$ cat src/rtl/bcd_display_ctrl.sv
// Signed product to sign + 5 BCD digits via shift-and-add-3,
// driving a scrollable 4-digit multiplexed display window.
module bcd_display_ctrl #(
  parameter int REFRESH_DIV = 100000
) (
  input  logic        clk,
  input  logic        rst_n,
  input  logic        prod_valid,
  input  logic [15:0] prod,
  output logic        busy,
  output logic        bcd_valid,
  output logic [19:0] digits,
  output logic        neg,
  input  logic        scroll_left,
  input  logic        scroll_right,
  output logic [1:0]  window,
  output logic [3:0]  an,
  output logic [3:0]  cur_digit
);

  localparam int CW = (REFRESH_DIV > 2) ? $clog2(REFRESH_DIV) : 1;
  localparam logic [CW-1:0] RMAX = CW'(REFRESH_DIV - 1);

  typedef enum logic [1:0] {
    IDLE,
    LOAD,
    CONV,
    DONE
  } state_e;

  state_e      state_q, state_d;
  logic        sign_q, sign_d;
  logic [14:0] magin_q, magin_d;
  logic [19:0] scr_q, scr_d;
  logic [14:0] mag_q, mag_d;
  logic [3:0]  bit_q, bit_d;
  logic [19:0] digits_q, digits_d;
  logic        neg_q, neg_d;
  logic [1:0]  win_q, win_d;
  logic [CW-1:0] rcnt_q, rcnt_d;
  logic [1:0]  idx_q, idx_d;

  logic [14:0] prod_abs;
  logic [14:0] prod_twos;
  logic [19:0] scr_adj;
  logic [34:0] shifted;

  function automatic logic [19:0] add3(input logic [19:0] s);
    logic [19:0] r;
    r = s;
    for (int i = 0; i < 5; i++) begin
      if (s[4*i +: 4] > 4'd4)
        r[4*i +: 4] = s[4*i +: 4] + 4'd3;
    end
    return r;
  endfunction

  // Low 15 bits negated give |prod| except for -32768, saturated here
  always_comb begin
    prod_twos = 15'(~prod[14:0]) + 15'd1;
    prod_abs  = prod[14:0];
    if (prod[15]) begin
      if (prod[14:0] == 15'd0)
        prod_abs = 15'h7fff;
      else
        prod_abs = prod_twos;
    end
  end

  assign scr_adj = add3(scr_q);
  assign shifted = {scr_adj, mag_q} << 1;

  always_comb begin
    state_d  = state_q;
    sign_d   = sign_q;
    magin_d  = magin_q;
    scr_d    = scr_q;
    mag_d    = mag_q;
    bit_d    = bit_q;
    digits_d = digits_q;
    neg_d    = neg_q;
    unique case (state_q)
      IDLE: begin
        if (prod_valid) begin
          sign_d  = prod[15];
          magin_d = prod_abs;
          state_d = LOAD;
        end
      end
      LOAD: begin
        scr_d   = 20'd0;
        mag_d   = magin_q;
        bit_d   = 4'd14;
        state_d = CONV;
      end
      CONV: begin
        scr_d = shifted[34:15];
        mag_d = shifted[14:0];
        bit_d = bit_q - 4'd1;
        // Publish on the final shift so DONE already shows the result
        if (bit_q == 4'd0) begin
          digits_d = shifted[34:15];
          neg_d    = sign_q;
          state_d  = DONE;
        end
      end
      DONE: begin
        state_d = IDLE;
      end
      default: state_d = IDLE;
    endcase
  end

  always_comb begin
    win_d = win_q;
    if (scroll_left && !scroll_right && win_q != 2'd2)
      win_d = win_q + 2'd1;
    else if (scroll_right && !scroll_left && win_q != 2'd0)
      win_d = win_q - 2'd1;
  end

  always_comb begin
    rcnt_d = rcnt_q + CW'(1);
    idx_d  = idx_q;
    if (rcnt_q == RMAX) begin
      rcnt_d = '0;
      idx_d  = idx_q + 2'd1;
    end
  end

  always_ff @(posedge clk) begin
    if (!rst_n) begin
      state_q  <= IDLE;
      sign_q   <= 1'b0;
      magin_q  <= 15'd0;
      scr_q    <= 20'd0;
      mag_q    <= 15'd0;
      bit_q    <= 4'd0;
      digits_q <= 20'd0;
      neg_q    <= 1'b0;
      win_q    <= 2'd0;
      rcnt_q   <= '0;
      idx_q    <= 2'd0;
    end else begin
      state_q  <= state_d;
      sign_q   <= sign_d;
      magin_q  <= magin_d;
      scr_q    <= scr_d;
      mag_q    <= mag_d;
      bit_q    <= bit_d;
      digits_q <= digits_d;
      neg_q    <= neg_d;
      win_q    <= win_d;
      rcnt_q   <= rcnt_d;
      idx_q    <= idx_d;
    end
  end

  logic [3:0] d4, d3, d2, d1, d0;
  logic       lz4, lz3, lz2, lz1;
  logic [2:0] pos;

  assign d4 = digits_q[19:16];
  assign d3 = digits_q[15:12];
  assign d2 = digits_q[11:8];
  assign d1 = digits_q[7:4];
  assign d0 = digits_q[3:0];

  // lzN: digit N and every higher digit are zero
  assign lz4 = (d4 == 4'd0);
  assign lz3 = lz4 && (d3 == 4'd0);
  assign lz2 = lz3 && (d2 == 4'd0);
  assign lz1 = lz2 && (d1 == 4'd0);

  assign pos = {1'b0, win_q} + {1'b0, idx_q};

  always_comb begin
    cur_digit = 4'hF;
    case (pos)
      3'd5: cur_digit = neg_q ? 4'hA : 4'hF;
      3'd4: cur_digit = lz4 ? 4'hF : d4;
      3'd3: cur_digit = lz3 ? 4'hF : d3;
      3'd2: cur_digit = lz2 ? 4'hF : d2;
      3'd1: cur_digit = lz1 ? 4'hF : d1;
      3'd0: cur_digit = d0;
      default: cur_digit = 4'hF;
    endcase
  end

  assign an        = ~(4'b0001 << idx_q);
  assign busy      = (state_q != IDLE);
  assign bcd_valid = (state_q == DONE);
  assign digits    = digits_q;
  assign neg       = neg_q;
  assign window    = win_q;

endmodule

$ cat config.mk
export PLATFORM = sky130hd
export DESIGN_NAME = bcd_display_ctrl
export DESIGN_NICKNAME = d
export VERILOG_FILES = /design/src/rtl/bcd_display_ctrl.sv
export SDC_FILE = /design/constraint.sdc
export NUM_CORES = 1
export LEC_CHECK = 0
export CAP_MARGIN = 5
export CORE_MARGIN = 2
export CORE_UTILIZATION = 57
export DETAILED_ROUTE_END_ITERATION = 8
export MAX_ROUTING_LAYER = met4
export PLACE_DENSITY = 0.9
export SLEW_MARGIN = 15
export SYNTH_ARGS = -nofsm -noshare
export SYNTH_HDL_FRONTEND = slang
export SYNTH_SLANG_ARGS = --single-unit
$ cat constraint.sdc
create_clock -name clk -period 2.2 [get_ports clk]
set_input_delay 0.44 -clock clk [delete_from_list [all_inputs] [get_ports clk]]
set_output_delay 0.44 -clock clk [all_outputs]
set_load 0.005 [all_outputs]
# Yosys cells after proc, flatten, opt, wreduce, memory -nomap -nowiden
# Index checks and enable logic that the tools add are counted.
[totals]
register_bits = 99
elab_cells = 90
[op_classes]
add_sub_neg = 12
order_cmp = 5
eq_ne = 12
shift = 1
mux = 21
bitwise = 3
reduce_logical = 25
[ops]
columns = ["operator", "n"]
rows = [
  ["$pmux 20 s2", 1],
  ["$mux 4", 8],
  ["$mux 15", 2],
  ["$pmux 15 s2", 1],
  ["$pmux 4 s6", 1],
  ["$gt 4x3->1 const B", 5],
  ["$logic_not 4->1", 5],
  ["$add 17x1->17 const B", 1],
  ["$eq 17x17->1 const B", 1],
  ["$add 4x2->4 const B", 4],
  ["$add 15x1->15 const B", 1],
  ["$logic_not 15->1", 1],
  ["$not 15->15", 1],
  ["$mux 2", 4],
  ["$pmux 2 s4", 1],
  ["$pmux 4 s2", 1],
  ["$reduce_bool 2->1", 4],
  ["$logic_and 1x1->1", 7],
  ["$eq 3x2->1 const B", 2],
  ["$eq 3x3->1 const B", 2],
  ["$mux 3", 2],
  ["$ne 2x2->1 const B", 3],
  ["$reduce_and 2->1", 3],
  ["$add 2x1->2 const B", 2],
  ["other kinds (14)", 16],
]

# Longest topological paths before layout
# Gate-level depths: netlist (run 1).
[logic_depth]
ltp_word = 6
mapped_depth = 8

# Worst setup path after synthesis (run 1)
# No wires, ideal clock.
[synth_timing]
kind = "flip-flop to output port"
startpoint = "reg win_q[0] (netlist: window[0])"
endpoint = "out cur_digit[1]"
arrival_time_ps = 1684
required_time_ps = 1760
setup_slack_ps = 76
stages_incl_launch_ff = 8
cell_sequence = "dfxtp_1 > ha_1 > inv_1 > fa_1 > nand3b_1 > a21boi_0 > a311oi_1 > nand3_1"
[synth_between]
elab_chain_cells = 3
elab_cells_between_ends = 8
cone_classes = "add/sub: 1; eq/ne: 5; mux: 1; reduce/logical: 1"
[synth_rtl]
columns = ["item", "line", "text"]
rows = [
  ["start: declaration", "39", "logic [1:0] win_q, win_d;"],
  ["start signal: assignment", "153", "win_q <= win_d;"],
  ["$add 2x2->3 (*)", "175", "assign pos = {1'b0, win_q} + {1'b0, idx_q};"],
  ["$eq 3x1->1 (tied with other cells)", "179", "case (pos)"],
  ["$pmux 4 s6 (*)", "179", ""],
  ["end: declaration", "18", "output logic [3:0] cur_digit"],
]
# Every way passes the cells marked *; elsewhere a longest branch is shown, timed or not.

# Worst setup path in the final report (run 1)
[layout_timing]
startpoint = "reg idx_q[0]"
endpoint = "out cur_digit[1]"
[layout_between]
elab_chain_cells = 3
elab_cells_between_ends = 8
cone_classes = "add/sub: 1; eq/ne: 5; mux: 1; reduce/logical: 1"
[layout_rtl]
columns = ["item", "line", "text"]
rows = [
  ["start: declaration", "41", "logic [1:0] idx_q, idx_d;"],
  ["start signal: assignment", "155", "idx_q <= idx_d;"],
  ["$add 2x2->3 (*)", "175", ""],
  ["$eq 3x1->1 (tied with other cells)", "179", ""],
  ["$pmux 4 s6 (*)", "179", ""],
]
# Marks and branches as above.

==> results of run 1 <==
cells by family (layout without fill, tap and decap cells):
group	Yosys count	after routing	share of synthesized area (%)
adders and majority gates	22	22	5.53
and+or+nand+nor	203	203	19.9
muxes	23	23	4.53
xor gates and xnor gates	35	35	5.99
buffers and inverters	69	146	5.41
AOI/OAI and AO/OA	151	151	19.9
DFF	99	99	38.8
report_power, final:
group	leakage (nW)	internal (mW)	total, mW	switching (mW)
clock	0.106	0.587	1.19	0.607
combinational	1.67	0.751	1.67	0.920
sequential	0.808	2.08	2.25	0.179
total	2.58	3.41	5.12	1.71
cells in the final DEF (no fill, tap or decap), types with 2 or more instances in the layout:
cell type / n
nor2_1: 32
o41ai_1: 2
a21boi_0: 14
o22ai_1: 13
ha_1: 20
mux2i_1: 22
a2bb2oi_1: 3
buf_4: 38
o21ai_1: 2
nand4_1: 5
o31a_1: 2
and3_1: 5
nor2b_1: 19
a311oi_2: 2
xnor2_1: 17
dfxtp_1: 95
inv_1: 36
nand2_1: 70
nor3b_1: 4
and2_1: 21
clkdlybuf4s50_1: 48
clkinv_2: 2
nor4_1: 7
o211a_1: 24
nand3_1: 11
and4_1: 3
o21ai_0: 39
nor3_1: 9
dfxtp_2: 4
a21oi_1: 37
buf_2: 4
clkbuf_8: 11
xor2_1: 18
nand2b_1: 7
o31ai_1: 6
metrics by stage:
step	setup TNS, ps	cell area, um^2	instances	util [%]
2_1_floorplan	0	5110	602	-
3_5_place_dp	-4980	5950	771	68.2
6_report	-1340	6180	787	70.9
3_3_place_gp	-3890	5950	771	68.2
5_1_grt	-1770	6180	787	70.9
4_1_cts	-1700	6170	787	70.8
synth_stat cells (4+ instances only):
cell type,number
clkbuf_1,20
o21ai_0,41
mux2i_1,22
xnor2_1,17
nor4_1,7
nand2b_1,7
nand3_1,11
nor2b_1,20
buf_1,5
o31ai_1,6
a21oi_1,37
xor2_1,18
dfxtp_1,99
o211a_1,24
nor3b_1,4
o22ai_1,13
and2_1,21
nand2_1,70
nor2_1,33
nor3_1,9
buf_2,5
and3_1,6
ha_1,21
a21boi_0,15
inv_1,37
nand4_1,5
sequential cells by signal, indices dropped and copies added (netlist names):
| name | flops |
|---|---|
| neg | 1 |
| state_q | 2 |
| mag_q | 15 |
| sign_q | 1 |
| magin_q | 15 |
| idx_q | 2 |
| rcnt_q | 17 |
| bit_q | 4 |
| window | 2 |
| digits | 20 |
| scr_q | 20 |
layout make-up:
type                    instances  area, um^2
multi-input cells             434        2900
fillers                       637        2540
flip-flops and latches         99        1990
repair buffers                 93         822
clock buffers                  12         155
inverters                      37         139
well taps                     108         135
clock inverters                 4        48.8
worst paths after layout:
check	endpoint	startpoint	slack (ps)	depth (start not counted)
setup reg to reg	rcnt_q[3]	rcnt_q[0]	280	7
hold reg to reg	rcnt_q[0]	rcnt_q[0]	480	1
hold / removal	rcnt_q[0]	rcnt_q[0]	480	1
setup / recovery	cur_digit[1]	idx_q[0]	-380	8
what timing repair did:
item	4_1_cts	5_1_grt
pin swaps	6	8
resized for setup	24	9
setup endpoints to repair	4	19
hold buffers	0	0
metal layers:
| layer | global-route usage [%] | part of all wire (%) |
|---|---|---|
| met5 | - | 0 |
| met4 | 8.32 | 1.9 |
| met3 | 4.04 | 4.7 |
| met2 | 41.8 | 49 |
| met1 | 28.5 | 44 |
worst reg2reg max path: cells and delay by family (launching register included):
kind | cells | cell delay [ps]
buf+inv | 1 | 210
fa+ha+maj | 1 | 220
flops | 1 | 380
simple gates | 5 | 1010
==> impl_metrics.py, run 1 <==
metrics = {
    "finish": {
        "area_growth_pct": 20.9,
        "finalNetCount": 717,
        "n_antenna_cell": 0,
        "drive_gt1_share_pct": 11.5,
    },
    "cts": {
        "postCtsSetupBuffers": 0,
        "root_buffer": "clkbuf_8",
        "clk_pin_slew_ps": 80,
        "clk_latency_ps": 370,
        "cts.sinks": 99,
        "numCtsBuffers": 9,
        "cts_buffer_depth": 2,
        "cts_tree": "yes",
        "h-tree-depth": 3,
    },
    "yosys": {
        "syn_inst": 602,
        "yosysTopAreaCellShare_pct": 38.8,
        "avgSynthCellArea_um2": 8.49,
        "synthTopCellsByArea": "dfxtp_1, ha_1, nand2_1",
        "synth_fp_nets": 645,
        "yosysTopAreaCell": "dfxtp_1",
        "seq_area_frac_synth_pct": 38.8,
        "syn_area_um2": 5110,
        "synth_edf_count": 0,
        "synthFlopType": "dfxtp_1",
        "synth_seq_cells": 99,
        "yosysWarningCount": 0,
        "synth-async-reset-ratio_pct": 0,
        "yosysUniqueCellTypes": 48,
    },
    "sta": {
        "post-route-period-util_pct": 117,
        "fin_ws_ps": -382,
        "slew_headroom_pct": 62.1,
        "hold_viol": 0,
        "fin_hold_ws_ps": 476,
        "rsz0062_at_grt": "yes",
        "clock_skew_ps": 17.2,
        "worst_slew_pin_slew_ps": 567,
        "finalMaxSlewViolations": 0,
        "timing.fmax_mhz": 387,
        "final_period_minus_worst_setup_slack_ps": 2580,
        "setup_viol_count_final": 4,
    },
    "power_and_ir_drop": {
        "power.density_nw_per_um2": 828,
        "ir_drop_mv": 0.401,
        "fin_total_pwr_mw": 5.12,
        "cellLeakagePower_nw": 2.58,
    },
    "routing": {
        "drt_wl_total_mm": 11.1,
        "via_per_inst": 5.65,
        "firstDrtPassIters": 7,
        "drt_iter0_drc": 210,
        "drc_errors": 0,
        "detail-route-antenna-nets": 0,
        "via_count": 4448,
        "wl_per_cell_um": 14.1,
    },
    "critical_path": {
        "start_kind": "flip-flop",
        "critPathKind": "reg2out",
        "critPathMaxStageDelay_ps": 590,
        "cp_slowest_cell": "fa_2",
        "critPathMaxFanout": 6,
        "cp.arrival_ps": 2140,
        "cp_cell_sequence": "ha_4 -> inv_2 -> fa_2 -> nand3b_1 -> a21boi_2 -> a311oi_2 -> nand3_1 -> buf_2",
        "cp_data_required_time_ps": 1760,
        "end_kind": "output pin",
        "critPathTopFamily": "adder cells",
        "critPathBufInv": 2,
    },
    "place": {
        "gp_congestion": 0.935,
        "port_buffers": 53,
        "dp_slack_ps": -423,
        "hpwl_mm": 8.34,
    },
    "floorplan": {
        "core.rowCount": 34,
        "core_area_um2": 8720,
        "dieArea_um2": 9740,
        "die_y_um": 98.7,
        "boundaryPins": 54,
        "initial_core_util_pct": 58.6,
        "die_x_um": 98.7,
    },
    "grt": {
        "antenna_found_initial": 0,
        "grt.total_usage_pct": 24.2,
        "grt-ovfl-total": 0,
        "grt_pass1_vias": 4375,
        "grt_first_pass_wirelength_mm": 19.1,
        "grt_max_degree": 66,
    },
    "worst_hold_path": {
        "hp-class": "reg2reg",
    },
    "flow_run": {
        "drv_cap": 0,
    },
    "run_status": {
        "status": "finished with violations",
        "violations": "negative setup slack",
    },
}
Note: power is estimated with default switching activity, not from simulation.
==> run 2: changes to the inputs <==
--- a/config.mk
+++ b/config.mk
@@ -6,4 +6,5 @@
 export NUM_CORES = 1
 export LEC_CHECK = 0
+export ABC_AREA = 1
 export CAP_MARGIN = 5
 export CORE_MARGIN = 2
@@ -12,4 +13,5 @@
 export MAX_ROUTING_LAYER = met4
 export PLACE_DENSITY = 0.9
+export REMOVE_ABC_BUFFERS = 1
 export SLEW_MARGIN = 15
 export SYNTH_ARGS = -nofsm -noshare
==> constraint.sdc (replaced) <==
create_clock -name clk -period 2.2 [get_ports clk]
set_input_delay 0.44 -clock clk [delete_from_list [all_inputs] [get_ports clk]]
set_output_delay 0.44 -clock clk [all_outputs]
set_load 0.05 [all_outputs]
==> run 2 against run 1 <==
Net effect: the run still ends with negative setup slack left; die area rose by 2.8%; sequential power barely moved; cell count rose by 21%; global-route usage rose by 0.32 points; highest routed layer unchanged.
==> impl_metrics.py, run 2 <==
metrics = {
    "run_status": {
        "status": "finished with violations",
        "violations": "negative setup slack",
    },
    "place": {
        "port_buffers": 53,
        "hpwl_mm": 8.43,
        "dpl-instance-area_um2": 6030,
        "gp_congestion": 0.943,
        "dp_slack_ps": -121,
        "placed_cells": 933,
    },
    "critical_path": {
        "critPathMaxFanout": 3,
        "critPathKind": "reg2out",
        "critPathMaxStageDelay_ps": 570,
        "cp_cell_sequence": "ha_4 -> inv_2 -> fa_2 -> inv_2 -> o211ai_1 -> nand3_1 -> nor2_1 -> nand3_1 -> buf_12",
        "cp_data_required_time_ps": 1760,
        "reg2reg_depth": 8,
        "start_kind": "flip-flop",
        "end_kind": "output pin",
        "cp_slowest_cell": "fa_2",
        "cp.arrival_ps": 2230,
    },
    "sta": {
        "final_period_minus_worst_setup_slack_ps": 2670,
        "fin_setup_tns_ps": -1790,
        "finalMaxSlewViolations": 0,
        "clock_skew_ps": 8.37,
        "fin_hold_ws_ps": 469,
        "hold_viol": 0,
        "slew_headroom_pct": 66.1,
        "worst_slew_pin_slew_ps": 508,
        "post-route-period-util_pct": 122,
        "fin_ws_ps": -474,
        "rsz0062_at_grt": "yes",
        "timing.fmax_mhz": 374,
        "setup_viol_count_final": 4,
    },
    "routing": {
        "drc_errors": 0,
        "drt_wl_total_mm": 11.5,
        "wl_per_cell_um": 12.1,
        "detail-route-antenna-nets": 0,
        "drt_iter0_drc": 293,
        "via_count": 4961,
        "via_per_inst": 5.23,
        "firstDrtPassIters": 5,
    },
    "floorplan": {
        "die_y_um": 100,
        "dieArea_um2": 10000,
        "core_area_um2": 9110,
        "die_x_um": 100,
        "core.rowCount": 35,
        "boundaryPins": 54,
        "initial_core_util_pct": 57.8,
    },
    "cts": {
        "numCtsBuffers": 9,
        "clk_latency_ps": 370,
        "cts_buffer_depth": 2,
        "cts.sinks": 99,
        "h-tree-depth": 3,
        "postCtsSetupBuffers": 0,
        "hold_buffers": 0,
        "clk_pin_slew_ps": 100,
        "cts_tree": "yes",
        "root_buffer": "clkbuf_8",
    },
    "power_and_ir_drop": {
        "fin_total_pwr_mw": 6.68,
        "cellLeakagePower_nw": 2.83,
        "power.density_nw_per_um2": 1060,
        "ir_drop_mv": 0.572,
    },
    "finish": {
        "fillerInstances": 733,
        "final_cell_area_um2": 6310,
        "final_cell_mix": "nand2_1, inv_1, dfxtp_1, nor2_1, a21oi_1",
        "finalNetCount": 876,
        "multi_input_area_um2": 2750,
        "n_antenna_cell": 0,
        "final_util_pct": 69.3,
        "instances_no_fill": 949,
        "seqCellArea_um2": 1980,
        "area_growth_pct": 20.0,
        "layout.cells.most_common": "nand2_1",
        "drive_gt1_share_pct": 10.6,
    },
    "yosys": {
        "avgSynthCellArea_um2": 6.84,
        "yosysTopAreaCellShare_pct": 37.7,
        "syn_inst": 769,
        "syn_area_um2": 5260,
        "synth_common_cells": "nand2_1, inv_1, dfxtp_1",
        "yosysTopAreaCell": "dfxtp_1",
        "yosysMostFrequentCell": "nand2_1",
        "yosysWarningCount": 0,
        "synth_seq_cells": 99,
        "yosysUniqueCellTypes": 40,
        "seq_area_frac_synth_pct": 37.7,
        "synth_edf_count": 0,
        "synth-async-reset-ratio_pct": 0,
        "synthFlopType": "dfxtp_1",
        "synthTopCellsByArea": "dfxtp_1, nand2_1, inv_1",
    },
    "flow_run": {
        "drv_cap": 0,
    },
    "worst_hold_path": {
        "hp-class": "reg2reg",
        "min_path_cells": 2,
    },
    "grt": {
        "grt_first_pass_wirelength_mm": 19.5,
        "grt_max_degree": 42,
        "antenna_found_initial": 0,
        "grt_pass1_vias": 4523,
        "grt.total_usage_pct": 24.5,
        "grt-ovfl-total": 0,
    },
}
## run 2: timing repair
item	4_1_cts	5_1_grt
gates cloned	0	0
pin swaps	14	7
gates resized for setup	12	6
endpoints found under the hold margin	0	0
endpoints found under the setup margin	4	4
## run 2: power by group
part | switching [mW] | total [mW] | internal (mW) | leakage, nW
clock network | 0.624 | 1.30 | 0.674 | 0.117
registers | 0.192 | 2.28 | 2.09 | 0.806
logic | 2.03 | 3.10 | 1.07 | 1.91
## run 2: worst max-delay path, delay by kind of cell, from the launching register on
family | cells | cell delay, ps
simple gates | 3 | 330
flops | 1 | 360
buf+inv | 3 | 260
compound gates | 1 | 210
fa+ha+maj | 2 | 710
## run 2: cell type report
cell class                      instances  share of cell area [%]
Timing Repair Buffer                   76                    11.6
Tap cell                              111                    2.20
Multi-Input combinational cell        519                    43.6
Inverter                              128                    7.61
Clock buffer                           10                    2.18
Clock inverter                          6                    1.39
Sequential cell                        99                    31.4
## run 2: cell families (layout without fill, tap and decap cells)
| family | count (synthesis) | in the layout | synth area share, % |
|---|---|---|---|
| buffers and inverters | 151 | 220 | 11.1 |
| AND/OR/NAND/NOR | 335 | 335 | 27.2 |
| AO/OA/AOI/OAI | 139 | 139 | 14.8 |
| XOR/XNOR | 23 | 23 | 3.83 |
| flip-flops | 99 | 99 | 37.7 |
| adder cells (fa/ha/maj) | 22 | 22 | 5.37 |
## run 2: final timing paths
path,startpoint,to,slack (ps)
worst max-delay path,window[0],cur_digit[0],-470
worst min-delay path,mag_q[0],mag_q[0],470
worst max register to register,rcnt_q[0],rcnt_q[15],380
worst min register to register,mag_q[0],mag_q[0],470
## run 2: routing by layer
metal / part of all wire [%] / global-route usage (%) / vias to the layer above
li1: - / - / 2561
met1: 45 / 29.7 / 2226
met2: 48 / 42.0 / 155
met3: 4.8 / 3.06 / 19
met4: 1.9 / 8.75 / 0
met5: 0 / - / -
==> run 3: changes to the inputs <==
- CAP_MARGIN: 5 -> not set
==> results of run 3 <==
No change in the layout: final DEF, timing and power equal those of run 2.
